[src/rtl/trace_pkg.sv]
// ---------------------------------------------------------------------------
// trace_pkg
//   Shared types and constants for the commit-trace capture block.
//   - WORDS_PER_REC : number of 32-bit words each record is serialized into
//   - SEQ_SENT_W    : number of sequence bits carried in the trace word W3
//   - trace_rec_t   : one buffered commit record
//   - ser_state_t   : serializer FSM states
//   - word_idx_t    : index of the word being presented within a record
// ---------------------------------------------------------------------------
package trace_pkg;

  localparam int WORDS_PER_REC = 6;
  localparam int SEQ_SENT_W    = 16;

  typedef logic [2:0] word_idx_t;

  localparam word_idx_t LAST_WORD_IDX = word_idx_t'(WORDS_PER_REC - 1);

  typedef enum logic {
    IDLE = 1'b0,
    SEND = 1'b1
  } ser_state_t;

  // The record only stores the sequence bits that are ever transmitted,
  // which keeps the struct a fixed size independent of SEQW.
  typedef struct packed {
    logic [63:0]           pc;
    logic [31:0]           instr;
    logic [4:0]            rd;
    logic                  regwrite;
    logic [63:0]           wdata;
    logic [SEQ_SENT_W-1:0] seq;
  } trace_rec_t;

endpackage

[src/rtl/trace_fifo.sv]
// ---------------------------------------------------------------------------
// trace_fifo
//   Synchronous FIFO of trace_rec_t records.
//   Ports:
//     clk        : clock, rising edge
//     reset      : asynchronous active-low reset (empties the FIFO)
//     i_push     : write i_push_rec this cycle (ignored when full unless a
//                  pop happens in the same cycle)
//     i_push_rec : record to write
//     i_pop      : discard the head record this cycle (ignored when empty)
//     o_head_rec : record at the head of the FIFO
//     o_full     : DEPTH records held
//     o_empty    : no records held
//     o_count    : number of records held
// ---------------------------------------------------------------------------
module trace_fifo
  import trace_pkg::*;
#(
  parameter int DEPTH = 8
) (
  input  logic                     clk,
  input  logic                     reset,
  input  logic                     i_push,
  input  trace_rec_t               i_push_rec,
  input  logic                     i_pop,
  output trace_rec_t               o_head_rec,
  output logic                     o_full,
  output logic                     o_empty,
  output logic [$clog2(DEPTH):0]   o_count
);

  localparam int AW = $clog2(DEPTH);

  trace_rec_t  r_mem [DEPTH];
  logic [AW:0] r_wr_ptr;
  logic [AW:0] r_rd_ptr;
  logic        w_do_push;
  logic        w_do_pop;

  assign w_do_pop  = i_pop && !o_empty;
  // A pop in the same cycle frees the slot the write lands in, so a full
  // FIFO can still take a record when its head leaves on this edge.
  assign w_do_push = i_push && (!o_full || w_do_pop);

  // Storage has no reset so it can map onto plain RAM/LUT storage.
  always_ff @(posedge clk) begin
    if (w_do_push) begin
      r_mem[r_wr_ptr[AW-1:0]] <= i_push_rec;
    end
  end

  always_ff @(posedge clk or negedge reset) begin
    if (!reset) begin
      r_wr_ptr <= '0;
      r_rd_ptr <= '0;
    end else begin
      if (w_do_push) r_wr_ptr <= r_wr_ptr + 1'b1;
      if (w_do_pop)  r_rd_ptr <= r_rd_ptr + 1'b1;
    end
  end

  // Extra wrap bit distinguishes full (wrap bits differ) from empty.
  assign o_empty    = (r_wr_ptr == r_rd_ptr);
  assign o_full     = (r_wr_ptr[AW] != r_rd_ptr[AW]) &&
                      (r_wr_ptr[AW-1:0] == r_rd_ptr[AW-1:0]);
  assign o_count    = r_wr_ptr - r_rd_ptr;
  assign o_head_rec = r_mem[r_rd_ptr[AW-1:0]];

endmodule

[src/rtl/riscv_trace_capture.sv]
// ---------------------------------------------------------------------------
// riscv_trace_capture
//   Captures committed instructions of a 64-bit RISC-V core into a FIFO and
//   streams them out as six 32-bit words per record over valid/ready.
//   Records arriving while the FIFO is full are dropped and counted.
//   Parameters:
//     DEPTH : FIFO depth in records (power of 2, >= 2)
//     SEQW  : width of the sequence counter and drop counter
//   Ports:
//     clk, reset      : clock and asynchronous active-low reset
//     commit_*        : core observation inputs, sampled when commit_valid=1
//     out_valid/out_data/out_last/out_ready : trace word stream
//     overflow        : sticky, set when any record was dropped
//     drop_count      : saturating count of dropped records
//     clear_overflow  : synchronous clear of overflow and drop_count
//   Word order: pc[31:0], pc[63:32], instr, {seq[15:0],10'b0,regwrite,rd},
//               wdata[31:0], wdata[63:32] (last).
// ---------------------------------------------------------------------------
module riscv_trace_capture
  import trace_pkg::*;
#(
  parameter int DEPTH = 8,
  parameter int SEQW  = 16
) (
  input  logic            clk,
  input  logic            reset,
  input  logic            commit_valid,
  input  logic [63:0]     commit_pc,
  input  logic [31:0]     commit_instr,
  input  logic [4:0]      commit_rd,
  input  logic            commit_regwrite,
  input  logic [63:0]     commit_wdata,
  output logic            out_valid,
  output logic [31:0]     out_data,
  output logic            out_last,
  input  logic            out_ready,
  output logic            overflow,
  output logic [SEQW-1:0] drop_count,
  input  logic            clear_overflow
);

  localparam int AW = $clog2(DEPTH);
  localparam int CW = AW + 1;

  ser_state_t            r_state;
  ser_state_t            w_state_next;
  word_idx_t             r_idx;
  word_idx_t             w_idx_next;
  logic [SEQW-1:0]       r_seq;
  logic [SEQW-1:0]       r_drop_count;
  logic                  r_overflow;

  trace_rec_t            w_push_rec;
  trace_rec_t            w_head;
  logic                  w_full;
  logic                  w_empty;
  logic [CW-1:0]         w_count;
  logic                  w_hs;
  logic                  w_pop;
  logic                  w_push;
  logic                  w_drop;
  logic                  w_empty_after_pop;
  logic [SEQ_SENT_W-1:0] w_seq_sent;
  logic [31:0]           w_word;

  // Only the low 16 sequence bits travel with the record.
  generate
    if (SEQW >= SEQ_SENT_W) begin : g_seq_trunc
      assign w_seq_sent = r_seq[SEQ_SENT_W-1:0];
    end else begin : g_seq_ext
      assign w_seq_sent = {{(SEQ_SENT_W-SEQW){1'b0}}, r_seq};
    end
  endgenerate

  assign w_push_rec = '{
    pc:       commit_pc,
    instr:    commit_instr,
    rd:       commit_rd,
    regwrite: commit_regwrite,
    wdata:    commit_wdata,
    seq:      w_seq_sent
  };

  // -------------------------------------------------------------------------
  // Push / pop / drop decisions
  // -------------------------------------------------------------------------
  assign out_valid = (r_state == SEND);
  assign w_hs      = out_valid && out_ready;
  assign w_pop     = w_hs && (r_idx == LAST_WORD_IDX);
  // A record leaving on this edge makes room for the incoming one.
  assign w_push    = commit_valid && (!w_full || w_pop);
  assign w_drop    = commit_valid && w_full && !w_pop;
  // After a pop the FIFO is empty only if it held one record and nothing
  // arrives on the same edge.
  assign w_empty_after_pop = (w_count == CW'(1)) && !w_push;

  trace_fifo #(
    .DEPTH (DEPTH)
  ) u_fifo (
    .clk        (clk),
    .reset      (reset),
    .i_push     (w_push),
    .i_push_rec (w_push_rec),
    .i_pop      (w_pop),
    .o_head_rec (w_head),
    .o_full     (w_full),
    .o_empty    (w_empty),
    .o_count    (w_count)
  );

  // -------------------------------------------------------------------------
  // Sequence and drop accounting
  // -------------------------------------------------------------------------
  always_ff @(posedge clk or negedge reset) begin
    if (!reset) begin
      r_seq <= '0;
    end else if (w_push) begin
      r_seq <= r_seq + 1'b1;
    end
  end

  always_ff @(posedge clk or negedge reset) begin
    if (!reset) begin
      r_overflow   <= 1'b0;
      r_drop_count <= '0;
    end else if (w_drop) begin
      // A drop coinciding with a clear leaves exactly this drop recorded.
      r_overflow <= 1'b1;
      if (clear_overflow) begin
        r_drop_count <= SEQW'(1);
      end else if (r_drop_count != '1) begin
        r_drop_count <= r_drop_count + 1'b1;
      end
    end else if (clear_overflow) begin
      r_overflow   <= 1'b0;
      r_drop_count <= '0;
    end
  end

  assign overflow   = r_overflow;
  assign drop_count = r_drop_count;

  // -------------------------------------------------------------------------
  // Serializer FSM
  // -------------------------------------------------------------------------
  always_ff @(posedge clk or negedge reset) begin
    if (!reset) begin
      r_state <= IDLE;
      r_idx   <= '0;
    end else begin
      r_state <= w_state_next;
      r_idx   <= w_idx_next;
    end
  end

  always_comb begin
    w_state_next = r_state;
    w_idx_next   = r_idx;
    case (r_state)
      IDLE: begin
        if (!w_empty) begin
          w_state_next = SEND;
          w_idx_next   = '0;
        end
      end
      SEND: begin
        if (w_hs) begin
          if (r_idx == LAST_WORD_IDX) begin
            // Next record starts immediately with no idle cycle.
            w_idx_next = '0;
            if (w_empty_after_pop) begin
              w_state_next = IDLE;
            end
          end else begin
            w_idx_next = r_idx + 3'd1;
          end
        end
      end
      default: begin
        w_state_next = IDLE;
        w_idx_next   = '0;
      end
    endcase
  end

  // -------------------------------------------------------------------------
  // Word mux: driven only by the registered head record and word index, so
  // the stream holds steady while the sink stalls.
  // -------------------------------------------------------------------------
  always_comb begin
    w_word = '0;
    case (r_idx)
      3'd0:    w_word = w_head.pc[31:0];
      3'd1:    w_word = w_head.pc[63:32];
      3'd2:    w_word = w_head.instr;
      3'd3:    w_word = {w_head.seq, 10'b0, w_head.regwrite, w_head.rd};
      3'd4:    w_word = w_head.wdata[31:0];
      3'd5:    w_word = w_head.wdata[63:32];
      default: w_word = '0;
    endcase
  end

  assign out_data = out_valid ? w_word : 32'h0;
  assign out_last = out_valid && (r_idx == LAST_WORD_IDX);

endmodule

[config.mk]
export PLATFORM = sky130hd
export DESIGN_NAME = riscv_trace_capture
export DESIGN_NICKNAME = d
export VERILOG_FILES = /design/src/rtl/trace_pkg.sv /design/src/rtl/trace_fifo.sv /design/src/rtl/riscv_trace_capture.sv
export SDC_FILE = /design/constraint.sdc
export NUM_CORES = 2
export LEC_CHECK = 0
export BUFFER_PORTS_ARGS = -buffer_cell sky130_fd_sc_hd__buf_2
export CAP_MARGIN = 10
export CELL_PAD_IN_SITES_DETAIL_PLACEMENT = 1
export CELL_PAD_IN_SITES_GLOBAL_PLACEMENT = 2
export CORE_MARGIN = 3
export CORE_UTILIZATION = 48
export DETAILED_ROUTE_END_ITERATION = 7
export PLACE_DENSITY_LB_ADDON = 0.2
export SLEW_MARGIN = 20
export SYNTH_ARGS = -nofsm -noshare
export SYNTH_HDL_FRONTEND = slang
export SYNTH_HIERARCHICAL = 1
export SYNTH_SLANG_ARGS = --single-unit
[constraint.sdc]
create_clock -name clk -period 22.3 [get_ports clk]
set_input_delay 2.23 -clock clk [delete_from_list [all_inputs] [get_ports clk]]
set_output_delay 2.23 -clock clk [all_outputs]
set_load 0.005 [all_outputs]
==> metrics.txt <==
status=finished clean; DP HPWL=86,650 um; # rows=127; max-slew violation count=0; number of cells on the worst reg-to-reg path=13; Slew @ Worst Pin=1.190 ns; fmax=113.9 MHz; Largest delay share family, worst path=buffers and inverters; total gr overflow=0; Yosys reg bits=1,501; Most common cell on crit path=buf_4; worst hold path class=reg -> reg; Die ar.=126,200 um2; via count=29,453; CTS clk-pin slew, worst paths=0.06 ns; Clock Latency Late Sink=0.77 ns; Final Instance Count excl. Fillers=4,971; clock period minus worst slack=8.781 ns; worst-path cell chain=buf_6 > buf_4 > buf_4 > buf_4 > mux4_2 > nand2_1 > nand2_1 > a22oi_1 > a31oi_1 > buf_2; post-synthesis sequential area ratio=76.63%; Tcrit/Tclk final=39.38%; critical path startpoint=u_fifo/r_rd_ptr[1]; initial antenna violation count=65; PostCTS Resize Cnt=0; DP Cell Count=4,667; drt drc=0; CTS Buffer Depth=3; Synth Warn #=6; clock sink count=1,501; pin count of the biggest net entering global routing=128; commonest non-fill, non-tap cells in the layout=edfxtp_1 (1,456), nand2_1 (580), mux4_2 (364); Setup Crit Path Kind=reg -> out; EDFF count, synth=1,456; cell leakage power=21.99 nW; FFs w/ async S/R, synth=2.998%; Ports=222; final setup fails=0; Startpoint Class=register; share of cells above drive strength 1=26.66%; Bufs and invs on worst path=5; Levels on crit path=10; final net count=3,392; commonest non-fill, non-tap cell in the layout=edfxtp_1; routed vias/inst=5.925; post-synth design cell area=58,530 um2; GRT Overall Usage=24.74%; Synth cell types=62; final wirelength=153,400 um; ANT nets after route=0; CP Max Fanout=71; Rel. slew slack=20.63%; Crit. End Element=output port; vias in the first global route=31,529; CTS tree=done; pwr dens=134.8 nW/um2; core area=120,400 um2; Initial Utilization=48.59%; final core utilization=55.05%; WHS Path Cells=2; Num CTS Buffers=155; area delta synth->final=13.29%; RSZ-0062 raised after global routing=no; drt pass-1 iters=5; first-pass GRT wire length=222,500 um; setup bufs post-CTS=0; die height=355.2 um; Avg Cell Area, Syn=19.93 um2; max-cap violations=0; Clock Skew=0.02148 ns; syn nets=3,116; peak supply drop=0.0001514 V; port buffer count=221; FF-to-FF Start=u_fifo/r_rd_ptr[2]; Total Neg Setup Slack=0 ns; CP max-delay cell=buf_4; htree depth=4; predominant post-synthesis flop cell=edfxtp_1; worst path required time=20.07 ns; Syn Inst Count=2,936; final hold vios=0; Final Wtd Congestion=0.7518; HP Start=overflow; Wirelength per Cell=30.86 um; DR iter-0 viols=3,138; CTS Hold Buffers Added=0; Clock Tree Root=clkbuf_16; CP peak stage delay=0.93 ns; WP data arrival=6.55 ns; die width=355.2 um
==> worst paths after layout <==
path	to	slack (ns)
hold / removal	overflow	0.53
max in group asynchronous	u_fifo/r_rd_ptr[2]	20.23
setup reg to reg	u_fifo/r_mem[4][115]	16.18
min in group asynchronous	overflow	1.57
setup / recovery	out_data[0]	13.52
hold reg to reg	overflow	0.53
==> state kept, by name, indices dropped and copies added (netlist names) <==
signal,flops
u_fifo/r_wr_ptr,4
drop_count,16
overflow,1
r_idx,3
u_fifo/r_rd_ptr,4
out_valid,1
r_seq,16
u_fifo/r_mem,1456
==> power by group <==
group          leakage (nW)  switching [mW]  total, mW  internal (mW)
Clock                  2.41            1.05       2.51           1.46
Sequential             13.8           0.175       3.77           3.60
Combinational          5.78            1.65       2.65          0.998
Total                  22.0            2.88       8.94           6.06
==> routing by layer <==
| layer | track usage, % | share of wire (%) |
|---|---|---|
| met5 | 0 | 0.16 |
| met1 | 33.10 | 41 |
| met3 | 6.750 | 7.6 |
| met4 | 8.245 | 2.8 |
| met2 | 39.66 | 49 |
==> kinds of logic (layout without fill, tap and decap cells) <==
kind of cell / count (synthesis) / count (layout) / share of synthesized area [%]
compound gates: 166 / 166 / 2.031
xor+xnor: 27 / 27 / 0.4169
fa+ha+maj: 9 / 9 / 0.2052
buf+inv: 173 / 575 / 1.747
flops: 1501 / 1501 / 76.63
mux: 377 / 377 / 14.26
other cells: 0 / 21 / 0
simple gates: 683 / 683 / 4.718
==> cells in the mapped netlist (all sizes together), types with 2 or more instances <==
cell type	n	area (um2)
buf	91	713.2
a22oi	73	548.0
a31oi	30	187.7
nand3	26	130.1
or3	2	17.52
ha	8	100.1
and4	2	17.52
a21oi	18	93.84
dfrtp	45	1126
clkbuf	64	241.5
inv	18	67.56
a22o	3	26.28
nor2b	5	31.28
a41oi	3	26.28
a222oi	3	30.03
and3	9	56.30
xnor2	24	217.7
xor2	3	26.28
nor2	13	48.80
a21o	9	67.56
mux4	364	8198
mux2	10	116.4
nand4	11	68.82
nor3	15	80.08
o21ai	13	68.81
edfxtp	1456	43720
mux2i	3	30.03
nor4	7	43.79
o211ai	2	15.01
o31ai	2	20.02
and2	5	31.28
nand2	581	2183
nand2b	2	12.51
==> stage by stage <==
stage | hold slack [ns] | power, mW | cell area [um2] | setup WS (ns)
3_3_place_gp | 0.5153 | 6.451 | 61320 | 14.14
6_report | 0.5345 | 8.938 | 66310 | 13.52
3_5_place_dp | 0.5259 | 6.520 | 61320 | 14.07
2_1_floorplan | 0.5061 | 5.707 | 58530 | 1.099
4_1_cts | 0.5356 | 9.047 | 66250 | 13.20
5_1_grt | 0.5512 | 9.347 | 66280 | 13.35
==> worst register-to-register path, delay by kind of cell (launching register included) <==
| kind | cells | cell delay [ns] |
|---|---|---|
| adders and majority gates | 1 | 0.43 |
| buffers and inverters | 6 | 3.53 |
| AOI/OAI and AO/OA | 1 | 0.18 |
| and+or+nand+nor | 5 | 0.91 |
| DFF | 1 | 0.61 |
==> layout make-up <==
type                    count  area (um2)
diodes                     21       52.55
clock buffers             190        4158
clock inverters            93       775.7
fillers                 10613       54140
inverters                  18       72.57
multi-input cells        1262       12740
flip-flops and latches   1501       44860
well taps                1612        2017
repair buffers            274        1633
Power figures use the tool's default switching activity.
